**src/rtl/lsu_pkg.sv**
```systemverilog
// ============================================================================
// Module      : lsu_pkg
// Description : Shared funct3 codes, FSM state type and byte-enable constants
//               for the load/store unit.
// Revision    : 1.0 - initial release
// ============================================================================
`default_nettype none

package lsu_pkg;

  localparam logic [2:0] F3_B  = 3'b000;
  localparam logic [2:0] F3_H  = 3'b001;
  localparam logic [2:0] F3_W  = 3'b010;
  localparam logic [2:0] F3_BU = 3'b100;
  localparam logic [2:0] F3_HU = 3'b101;

  typedef enum logic [1:0] {
    S_IDLE = 2'd0,
    S_WAIT = 2'd1,
    S_RESP = 2'd2
  } lsu_state_t;

  localparam logic [3:0] BE_NONE = 4'b0000;
  localparam logic [3:0] BE_B0   = 4'b0001;
  localparam logic [3:0] BE_LO   = 4'b0011;
  localparam logic [3:0] BE_HI   = 4'b1100;
  localparam logic [3:0] BE_ALL  = 4'b1111;

endpackage

`default_nettype wire

```
**src/rtl/lsu_align.sv**
```systemverilog
// ============================================================================
// Module      : lsu_align
// Description : Combinational legality/alignment check, store lane placement
//               and load lane extraction with sign/zero extension.
// Revision    : 1.0 - initial release
// ============================================================================
`default_nettype none

module lsu_align
  import lsu_pkg::*;
(
  input  logic [2:0]  i_funct3,
  input  logic        i_we,
  input  logic [1:0]  i_addr_lo,
  input  logic [31:0] i_wdata,
  input  logic [31:0] i_rdata,
  output logic        o_illegal,
  output logic        o_misaligned,
  output logic [3:0]  o_be,
  output logic [31:0] o_wdata,
  output logic [31:0] o_ldata
);

  logic [7:0]  w_byte;
  logic [15:0] w_half;

  always_comb begin
    o_illegal = 1'b0;
    case (i_funct3)
      F3_B, F3_H, F3_W: o_illegal = 1'b0;
      F3_BU, F3_HU:     o_illegal = i_we;
      default:          o_illegal = 1'b1;
    endcase
  end

  // Unsigned variants share size bits [1:0] with their signed forms.
  always_comb begin
    o_misaligned = 1'b0;
    if (!o_illegal) begin
      if (i_funct3[1:0] == 2'b01)
        o_misaligned = i_addr_lo[0];
      else if (i_funct3[1:0] == 2'b10)
        o_misaligned = (i_addr_lo != 2'b00);
    end
  end

  always_comb begin
    o_be    = BE_ALL;
    o_wdata = 32'h0;
    if (i_we) begin
      case (i_funct3)
        F3_B: begin
          o_be    = BE_B0 << i_addr_lo;
          o_wdata = {4{i_wdata[7:0]}};
        end
        F3_H: begin
          o_be    = i_addr_lo[1] ? BE_HI : BE_LO;
          o_wdata = {2{i_wdata[15:0]}};
        end
        default: begin
          o_be    = BE_ALL;
          o_wdata = i_wdata;
        end
      endcase
    end
  end

  always_comb begin
    w_byte = 8'h0;
    case (i_addr_lo)
      2'd0: w_byte = i_rdata[7:0];
      2'd1: w_byte = i_rdata[15:8];
      2'd2: w_byte = i_rdata[23:16];
      default: w_byte = i_rdata[31:24];
    endcase
    w_half = i_addr_lo[1] ? i_rdata[31:16] : i_rdata[15:0];
  end

  always_comb begin
    o_ldata = i_rdata;
    case (i_funct3)
      F3_B:    o_ldata = {{24{w_byte[7]}}, w_byte};
      F3_BU:   o_ldata = {24'h0, w_byte};
      F3_H:    o_ldata = {{16{w_half[15]}}, w_half};
      F3_HU:   o_ldata = {16'h0, w_half};
      default: o_ldata = i_rdata;
    endcase
  end

endmodule

`default_nettype wire

```
**src/rtl/load_store_unit.sv**
```systemverilog
// ============================================================================
// Module      : load_store_unit
// Description : Multi-cycle RV32I load/store unit with req/ack memory port.
//               Optional WAIT timeout enabled by defining LSU_TIMEOUT_EN.
// Revision    : 1.0 - initial release
// ============================================================================
`default_nettype none

module load_store_unit
  import lsu_pkg::*;
#(
  parameter int TIMEOUT_CYCLES = 255
) (
  input  logic        clk,
  input  logic        rst,
  input  logic        req_valid,
  input  logic        req_we,
  input  logic [2:0]  funct3,
  input  logic [31:0] addr,
  input  logic [31:0] wdata,
  output logic        stall,
  output logic        done,
  output logic [31:0] rdata,
  output logic        misaligned,
  output logic        illegal,
  output logic        bus_err,
  output logic        mem_req,
  output logic        mem_we,
  output logic [31:0] mem_addr,
  output logic [3:0]  mem_be,
  output logic [31:0] mem_wdata,
  input  logic        mem_ack,
  input  logic [31:0] mem_rdata
);

  lsu_state_t  r_state;
  lsu_state_t  w_next;
  logic        r_we;
  logic [2:0]  r_f3;
  logic [31:0] r_addr;
  logic [31:0] r_wdata;
  logic [31:0] r_rdata;
  logic        r_mem_req;
  logic        r_misaligned;
  logic        r_illegal;
  logic        r_bus_err;

  logic        w_idle;
  logic        w_expire;
  logic        w_illegal;
  logic        w_misaligned;
  logic [3:0]  w_be;
  logic [31:0] w_wdata;
  logic [31:0] w_ldata;

  assign w_idle = (r_state == S_IDLE);

  // Live inputs are checked at accept; captured fields drive the bus afterwards.
  lsu_align u_align (
    .i_funct3     (w_idle ? funct3 : r_f3),
    .i_we         (w_idle ? req_we : r_we),
    .i_addr_lo    (w_idle ? addr[1:0] : r_addr[1:0]),
    .i_wdata      (w_idle ? wdata : r_wdata),
    .i_rdata      (mem_rdata),
    .o_illegal    (w_illegal),
    .o_misaligned (w_misaligned),
    .o_be         (w_be),
    .o_wdata      (w_wdata),
    .o_ldata      (w_ldata)
  );

`ifdef LSU_TIMEOUT_EN
  localparam int CNT_W = ($clog2(TIMEOUT_CYCLES + 1) > 8) ? $clog2(TIMEOUT_CYCLES + 1) : 8;
  logic [CNT_W-1:0] r_tmo_cnt;

  always_ff @(posedge clk) begin
    if (rst || r_state != S_WAIT)
      r_tmo_cnt <= '0;
    else
      r_tmo_cnt <= r_tmo_cnt + 1'b1;
  end

  assign w_expire = (r_state == S_WAIT) && (r_tmo_cnt == CNT_W'(TIMEOUT_CYCLES - 1));
  assign bus_err  = r_bus_err;
`else
  assign w_expire = 1'b0;
  assign bus_err  = 1'b0;
`endif

  always_comb begin
    w_next = r_state;
    case (r_state)
      S_IDLE: begin
        if (req_valid)
          w_next = (w_illegal || w_misaligned) ? S_RESP : S_WAIT;
      end
      S_WAIT: begin
        if (mem_ack || w_expire)
          w_next = S_RESP;
      end
      S_RESP:  w_next = S_IDLE;
      default: w_next = S_IDLE;
    endcase
  end

  always_ff @(posedge clk) begin
    if (rst) begin
      r_state      <= S_IDLE;
      r_we         <= 1'b0;
      r_f3         <= 3'b000;
      r_addr       <= 32'h0;
      r_wdata      <= 32'h0;
      r_rdata      <= 32'h0;
      r_mem_req    <= 1'b0;
      r_misaligned <= 1'b0;
      r_illegal    <= 1'b0;
      r_bus_err    <= 1'b0;
    end else begin
      r_state <= w_next;
      case (r_state)
        S_IDLE: begin
          if (req_valid) begin
            r_we         <= req_we;
            r_f3         <= funct3;
            r_addr       <= addr;
            r_wdata      <= wdata;
            r_illegal    <= w_illegal;
            r_misaligned <= w_misaligned;
            r_mem_req    <= !(w_illegal || w_misaligned);
          end
        end
        S_WAIT: begin
          if (mem_ack) begin
            r_mem_req <= 1'b0;
            if (!r_we)
              r_rdata <= w_ldata;
          end else if (w_expire) begin
            r_mem_req <= 1'b0;
            r_bus_err <= 1'b1;
          end
        end
        default: begin
          r_misaligned <= 1'b0;
          r_illegal    <= 1'b0;
          r_bus_err    <= 1'b0;
        end
      endcase
    end
  end

  assign stall      = (w_idle && req_valid) || (r_state == S_WAIT);
  assign done       = (r_state == S_RESP);
  assign rdata      = r_rdata;
  assign misaligned = r_misaligned;
  assign illegal    = r_illegal;
  assign mem_req    = r_mem_req;
  assign mem_we     = r_mem_req & r_we;
  assign mem_addr   = r_mem_req ? {r_addr[31:2], 2'b00} : 32'h0;
  assign mem_be     = r_mem_req ? w_be : BE_NONE;
  assign mem_wdata  = r_mem_req ? w_wdata : 32'h0;

endmodule

`default_nettype wire

```
**config.mk**
```make
export PLATFORM = sky130hd
export DESIGN_NAME = load_store_unit
export DESIGN_NICKNAME = d
export VERILOG_FILES = /design/src/rtl/lsu_pkg.sv /design/src/rtl/lsu_align.sv /design/src/rtl/load_store_unit.sv
export SDC_FILE = /design/constraint.sdc
export NUM_CORES = 1
export LEC_CHECK = 0
export BUFFER_PORTS_ARGS = -buffer_cell sky130_fd_sc_hd__buf_2
export CAP_MARGIN = 20
export CELL_PAD_IN_SITES_DETAIL_PLACEMENT = 1
export CELL_PAD_IN_SITES_GLOBAL_PLACEMENT = 1
export CORE_UTILIZATION = 37
export CTS_CLUSTER_DIAMETER = 150
export DETAILED_ROUTE_END_ITERATION = 10
export PLACE_DENSITY_LB_ADDON = 0.1
export SKIP_LAST_GASP = 1
export SYNTH_ARGS = -nofsm -noshare
export SYNTH_HDL_FRONTEND = slang
export SYNTH_SLANG_ARGS = --single-unit
```
**constraint.sdc**
```tcl
create_clock -name clk -period 3.7 [get_ports clk]
set_clock_uncertainty 0.15 [all_clocks]
set_input_delay 0.74 -clock clk [delete_from_list [all_inputs] [get_ports clk]]
set_output_delay 0.74 -clock clk [all_outputs]
set_load 0.02 [all_outputs]
```
==> results.py, run 1 <==
metrics = {
    "floorplanning": {
        "core_mm2": 0.0151,
        "ios": 211,
        "initial_core_util_pct": 37.8,
        "die_y_um": 126,
        "rows": 45,
        "die_area_mm2": 0.0160,
        "fp.dieW_um": 126,
    },
    "detailed_routing": {
        "vias_per_cell": 5.20,
        "drtIter0Drc": 317,
        "routed_wl_mm": 19.3,
        "drc": 0,
        "wl_per_cell_um": 16.5,
        "first_pass_iters": 4,
        "via_count": 6081,
        "final_antenna_net_count": 0,
    },
    "synth": {
        "yosysUniqueCellTypes": 52,
        "synthTopCellsByArea": "dfxtp_1, nand2_1, a21oi_1, nor2_1, mux2i_1",
        "synthFlopType": "dfxtp_1",
        "synth_area_leader_cell": "dfxtp_1",
        "avgSynthCellArea_um2": 7.11,
        "ys_seq_area_share_pct": 36.7,
        "async_flop_share_pct": 0,
        "synth_seq_cells": 105,
        "synth-edff-count": 0,
        "synth_warnings": 0,
        "synth_area_mm2": 0.00573,
        "netlist.area_leader.share_pct": 36.7,
        "synthCells": 805,
    },
    "cells_and_area": {
        "fin_util_pct": 47.2,
        "syn2layout_area_growth_pct": 24.7,
        "final_cells": 1169,
        "nNetsFinal": 1080,
        "stdcell_area_mm2": 0.00714,
        "drive_above_1_share_pct": 26.8,
    },
    "timing": {
        "slew_violations": 0,
        "setup_viol": 0,
        "setup-tns-final_ns": 0,
        "hold_violations": 0,
        "rsz0062_at_grt": "no",
        "slew_headroom_pct": 50.1,
        "fin_crit_ns": 3.37,
        "fmax_mhz": 296,
        "worstMarginPinSlew_ns": 0.748,
        "timing.final.crit_share_pct": 91.2,
    },
    "global_route": {
        "grt.total_usage_pct": 24.4,
        "top_usage_layer": "met2",
        "grt_max_degree": 69,
        "grt_pass1_vias": 5977,
        "grt_pass1_wl_mm": 30.8,
        "grt_overflow_total": 0,
        "grt.met1_usage_pct": 31.5,
        "antenna_found_initial": 1,
        "use_met2_pct": 40.5,
        "gr-usage-met3_pct": 5.40,
    },
    "clock_network": {
        "cts_root_buf": "clkbuf_16",
        "cts.path.max_buffers": 2,
        "clock-sinks": 105,
        "post_cts_buffers": 0,
        "insertion_delay_ns": 0.36,
        "ctsHoldBuffers": 0,
        "cts_max_level": 3,
        "path_clk_slew_ns": 0.06,
        "cts_resized": 0,
        "cts_inserted_buffers": 9,
        "tritoncts": "yes",
    },
    "critical_path": {
        "endpoint": "mem_wdata[8]",
        "critPathKind": "reg -> out",
        "crit_fanout": 16,
        "worstPathCellList": "or2_1 > a21oi_2 > nand2b_1 > nor2_1 > a311oi_1 > buf_2",
        "path_depth": 6,
        "reg2reg_to": "rdata[2]",
        "worstPathArrival_ns": 2.48,
        "r2r-start": "r_state[0]",
        "critPathMaxStageDelay_ns": 0.56,
        "critical-path-slowest-cell": "nand2b_1",
        "critPathLaunch": "r_state[1]",
        "cp-start-kind": "register",
        "r2r_slack_ns": 1.30,
        "critPathRequiredTime_ns": 2.81,
        "path_buf_inv": 1,
        "reg2regPathDepth": 6,
        "cp_top_family": "simple AND/OR/NAND/NOR gates",
        "end_kind": "output pin",
    },
    "place": {
        "io_buffers": 207,
        "placed_area_mm2": 0.00684,
        "gp_congestion": 0.797,
        "placed_cells": 1153,
        "dpl.hpwl_mm": 13.7,
    },
    "min_path": {
        "min_path_cells": 2,
        "hold_class": "reg -> reg",
        "worstHoldStart": "r_addr[8]",
    },
    "power": {
        "ir_drop_v": 0.000285,
        "powerDensity_mw_per_mm2": 516,
        "leakage_nw": 3.35,
    },
    "run": {
        "drv_cap": 0,
    },
    "run_status": {
        "outcome": "finished clean",
    },
}
## per-layer routing
layer  up-vias  wire (um)
li1       3049          -
met1      2849       8990
met2       162       8990
met3        21       1060
met4         0        289
met5         -          0
## cell usage after synthesis, drive strengths merged, types with 2 or more instances
cell / n
nand2b: 3
and2: 33
clkbuf: 39
dfxtp: 105
nor2b: 3
mux2i: 24
or2: 2
o21ai: 13
nand2: 265
nand3: 3
nand3b: 5
a21oi: 90
nor3b: 3
and3: 10
o21a: 2
buf: 29
nor4: 2
a211oi: 18
a21boi: 4
o221a: 8
inv: 13
or3: 3
nor2: 74
a311oi: 24
nor3: 3
a221oi: 7
a32o: 2
a31oi: 3
mux2: 3
## registers in the layout, indices dropped and copies added, names as in the netlist
register    cells
illegal         1
mem_req         1
misaligned      1
r_addr         32
r_f3            3
r_state         2
r_wdata        32
r_we            1
rdata          32
## cell type report
| type | instances | area (um^2) |
|---|---|---|
| Clock inverter | 4 | 53.8 |
| Antenna cell | 1 | 2.50 |
| Sequential cell | 105 | 2100 |
| Inverter | 13 | 48.8 |
| Timing Repair Buffer | 226 | 1190 |
| Clock buffer | 11 | 243 |
| Tap cell | 188 | 235 |
| Multi-Input combinational cell | 621 | 3260 |
| Fill cell | 2002 | 8000 |
## power breakdown
group	total, mW	internal [mW]	switching (mW)
Clock	0.984	0.541	0.443
Combinational	1.36	0.442	0.914
Sequential	1.35	1.26	0.0893
## cells in the final DEF, fill, tap and decap left out, drive strengths merged, types with 4 or more instances in the layout
cell	instances
clkbuf	11
buf	226
a221oi	7
a21oi	90
nor2	74
inv	13
nand2	265
o221a	8
a211oi	18
and3	10
nand3b	5
a311oi	24
dfxtp	105
a21boi	4
o21ai	13
and2	33
mux2i	24
## worst min-delay path by stage
stage                             to
after global routing      r_addr[25]
after detailed placement  r_addr[24]
after global placement    r_addr[27]
final                      r_addr[8]
after floorplan           r_addr[10]
after CTS                 r_addr[24]
## tightest hold or removal path: cells and delay by family (launching register included)
family          cells  cell delay [ns]
flops               1             0.30
simple gates        1             0.05
compound gates      1             0.05
## metrics by stage
stage / power [mW] / worst slack [ns] / hold WS, ns
global placement: 2.72 / 0.521 / 0.288
finish: 3.69 / 0.327 / 0.299
CTS: 3.73 / 0.330 / 0.304
floorplan: 2.30 / 0.627 / 0.282
detailed placement: 2.74 / 0.476 / 0.294
global route: 3.92 / 0.128 / 0.318
## cell families after synthesis
family	Yosys count	synth area share, %
muxes	27	4.85
other	1	0.0655
AOI/OAI and AO/OA	179	21.1
DFF	105	36.7
buffers and inverters	81	6.58
and+or+nand+nor	412	30.7
Power figures use the tool's default switching activity.
==> inputs of run 2 (changes only) <==
--- a/config.mk
+++ b/config.mk
@@ -7,12 +7,10 @@
 export LEC_CHECK = 0
 export BUFFER_PORTS_ARGS = -buffer_cell sky130_fd_sc_hd__buf_2
 export CAP_MARGIN = 20
-export CELL_PAD_IN_SITES_DETAIL_PLACEMENT = 1
-export CELL_PAD_IN_SITES_GLOBAL_PLACEMENT = 1
-export CORE_UTILIZATION = 37
+export CORE_UTILIZATION = 45
 export CTS_CLUSTER_DIAMETER = 150
 export DETAILED_ROUTE_END_ITERATION = 10
-export PLACE_DENSITY_LB_ADDON = 0.1
+export PLACE_DENSITY = 0.74
 export SKIP_LAST_GASP = 1
 export SYNTH_ARGS = -nofsm -noshare
 export SYNTH_HDL_FRONTEND = slang
==> run 2 against run 1 <==
  * Die area decreased by 18%
  * Worst setup slack lost 0.054 ns
  * Register-to-register slack worse by 0.32 ns
  * Via count grew 1.5%
  * Count of clock-buffer cells in the layout grew 1
  * First-iteration DRC count grew 67%
  * Hold slack about the same
  * Power rose by 1.2%
  * Global-route usage increased by 2.2 points
==> results.py, run 2 (synthesis gave the netlist of run 1 again) <==
metrics = {
    "power": {
        "power_mw": 3.73,
        "netSwitchingFraction_pct": 37.9,
        "pwr-share-comb_pct": 36.3,
        "ir_drop_v": 0.000346,
        "leakage_nw": 3.36,
        "powerDensity_mw_per_mm2": 522,
        "p_switching_mw": 1.41,
        "p_clk_share_pct": 28.0,
        "p_int_mw": 2.31,
        "p_seq_share_pct": 35.6,
    },
    "min_path": {
        "hold_class": "reg -> reg",
        "worstHoldStart": "r_addr[2]",
    },
    "clock_network": {
        "cts_root_buf": "clkbuf_16",
        "tritoncts": "yes",
        "clock-sinks": 105,
        "ctsHoldBuffers": 0,
        "cts.path.max_buffers": 2,
        "insertion_delay_ns": 0.35,
        "path_clk_slew_ns": 0.07,
        "cts_inserted_buffers": 9,
        "cts_max_level": 3,
    },
    "timing": {
        "setup_viol": 0,
        "whs_ns": 0.300,
        "slew_headroom_pct": 49.5,
        "worstMarginPinSlew_ns": 0.758,
        "timing.final.crit_share_pct": 92.6,
        "setup-tns-final_ns": 0,
        "hold_violations": 0,
        "fin_crit_ns": 3.43,
        "rsz0062_at_grt": "no",
        "slew_violations": 0,
        "setup_ws_ns": 0.273,
        "fmax_mhz": 292,
    },
    "cells_and_area": {
        "final_common_cell": "nand2_1",
        "final_cells": 1147,
        "antennaDiodeCount": 0,
        "final_cell_mix": "nand2_1, buf_2, dfxtp_1",
        "drive_above_1_share_pct": 26.8,
        "nNetsFinal": 1078,
        "syn2layout_area_growth_pct": 24.7,
        "stdcell_area_mm2": 0.00714,
        "fin_util_pct": 58.5,
    },
    "place": {
        "gp_congestion": 0.849,
        "placed_cells": 1131,
        "dpl.hpwl_mm": 12.5,
        "io_buffers": 207,
        "placed_area_mm2": 0.00682,
        "place_ws_ns": 0.520,
    },
    "floorplanning": {
        "rows": 40,
        "die_area_mm2": 0.0132,
        "ios": 211,
        "initial_core_util_pct": 46.9,
        "core_mm2": 0.0122,
        "die_y_um": 115,
        "fp.dieW_um": 115,
    },
    "detailed_routing": {
        "final_antenna_net_count": 0,
        "via_count": 6171,
        "routed_wl_mm": 17.6,
        "first_pass_iters": 5,
        "wl_per_cell_um": 15.4,
        "drc": 0,
        "vias_per_cell": 5.38,
        "drtIter0Drc": 528,
    },
    "critical_path": {
        "critPathMaxStageDelay_ns": 0.38,
        "end_kind": "output pin",
        "worstPathArrival_ns": 2.54,
        "cp-start-kind": "register",
        "path_buf_inv": 3,
        "critPathKind": "reg -> out",
        "crit_top_cell": "buf_4",
        "cp_top_family": "buffers and inverters",
        "worstPathCellList": "buf_4 > nor2_4 > buf_4 > mux2i_1 > nand2b_1 > a311oi_1 > buf_2",
        "r2r-start": "r_state[1]",
        "critPathLaunch": "r_state[1]",
        "critPathRequiredTime_ns": 2.81,
        "crit_fanout": 25,
        "critical-path-slowest-cell": "a311oi_1",
    },
    "global_route": {
        "antenna_found_initial": 0,
        "grt.total_usage_pct": 26.6,
        "grt_pass1_wl_mm": 27.8,
        "grt_max_degree": 49,
        "grt_pass1_vias": 5480,
        "grt_overflow_total": 0,
    },
    "run_status": {
        "outcome": "finished clean",
    },
    "run": {
        "drv_cap": 0,
    },
}
-- run 2: final timing paths --
| path | endpoint | slack [ns] | depth (start not counted) |
|---|---|---|---|
| max | mem_wdata[10] | 0.27 | 7 |
| min | r_addr[2] | 0.30 | 2 |
| min reg2reg | r_addr[2] | 0.30 | 2 |
| max reg2reg | rdata[22] | 0.98 | 8 |
-- run 2: power groups by stage --
| stage | Clock [mW] | Sequential, mW | Combinational, mW |
|---|---|---|---|
| 2_1_floorplan | 0 | 1.39 | 0.914 |
| 3_5_place_dp | 0 | 1.35 | 1.34 |
| 4_1_cts | 1.06 | 1.33 | 1.35 |
| 5_1_grt | 1.11 | 1.35 | 1.50 |
| 6_report | 1.04 | 1.33 | 1.36 |
| 3_3_place_gp | 0 | 1.35 | 1.34 |
-- run 2: per-layer routing --
layer  GRT usage [%]  part of all wire, %  up-vias
li1                -                    -     3045
met1            35.3                   44     2840
met2            41.9                   45      254
met3            7.06                  7.7       32
met4            9.00                  2.5        0
met5               0                    0        -
-- run 2: cell type report --
class	instances	area, um^2
well taps	168	210
repair buffers	224	1190
clock buffers	12	246
inverters	13	48.8
fillers	1230	5070
flip-flops and latches	105	2100
multi-input cells	621	3270
clock inverters	4	76.3
-- run 2: worst reg2reg max path, stage by stage (launching register included) --
cell,delay [ns]
dfxtp_1,0.31
buf_4,0.20
nor2_4,0.16
buf_4,0.28
mux2i_1,0.27
buf_4,0.23
nor2_1,0.10
a221oi_4,0.71
a211oi_1,0.17
-- run 2: timing repair --
action                                  CTS  global route
resized for setup                         0             1
setup buffers                             0             0
hold endpoints to repair                  0             0
endpoints found under the setup margin    0            24
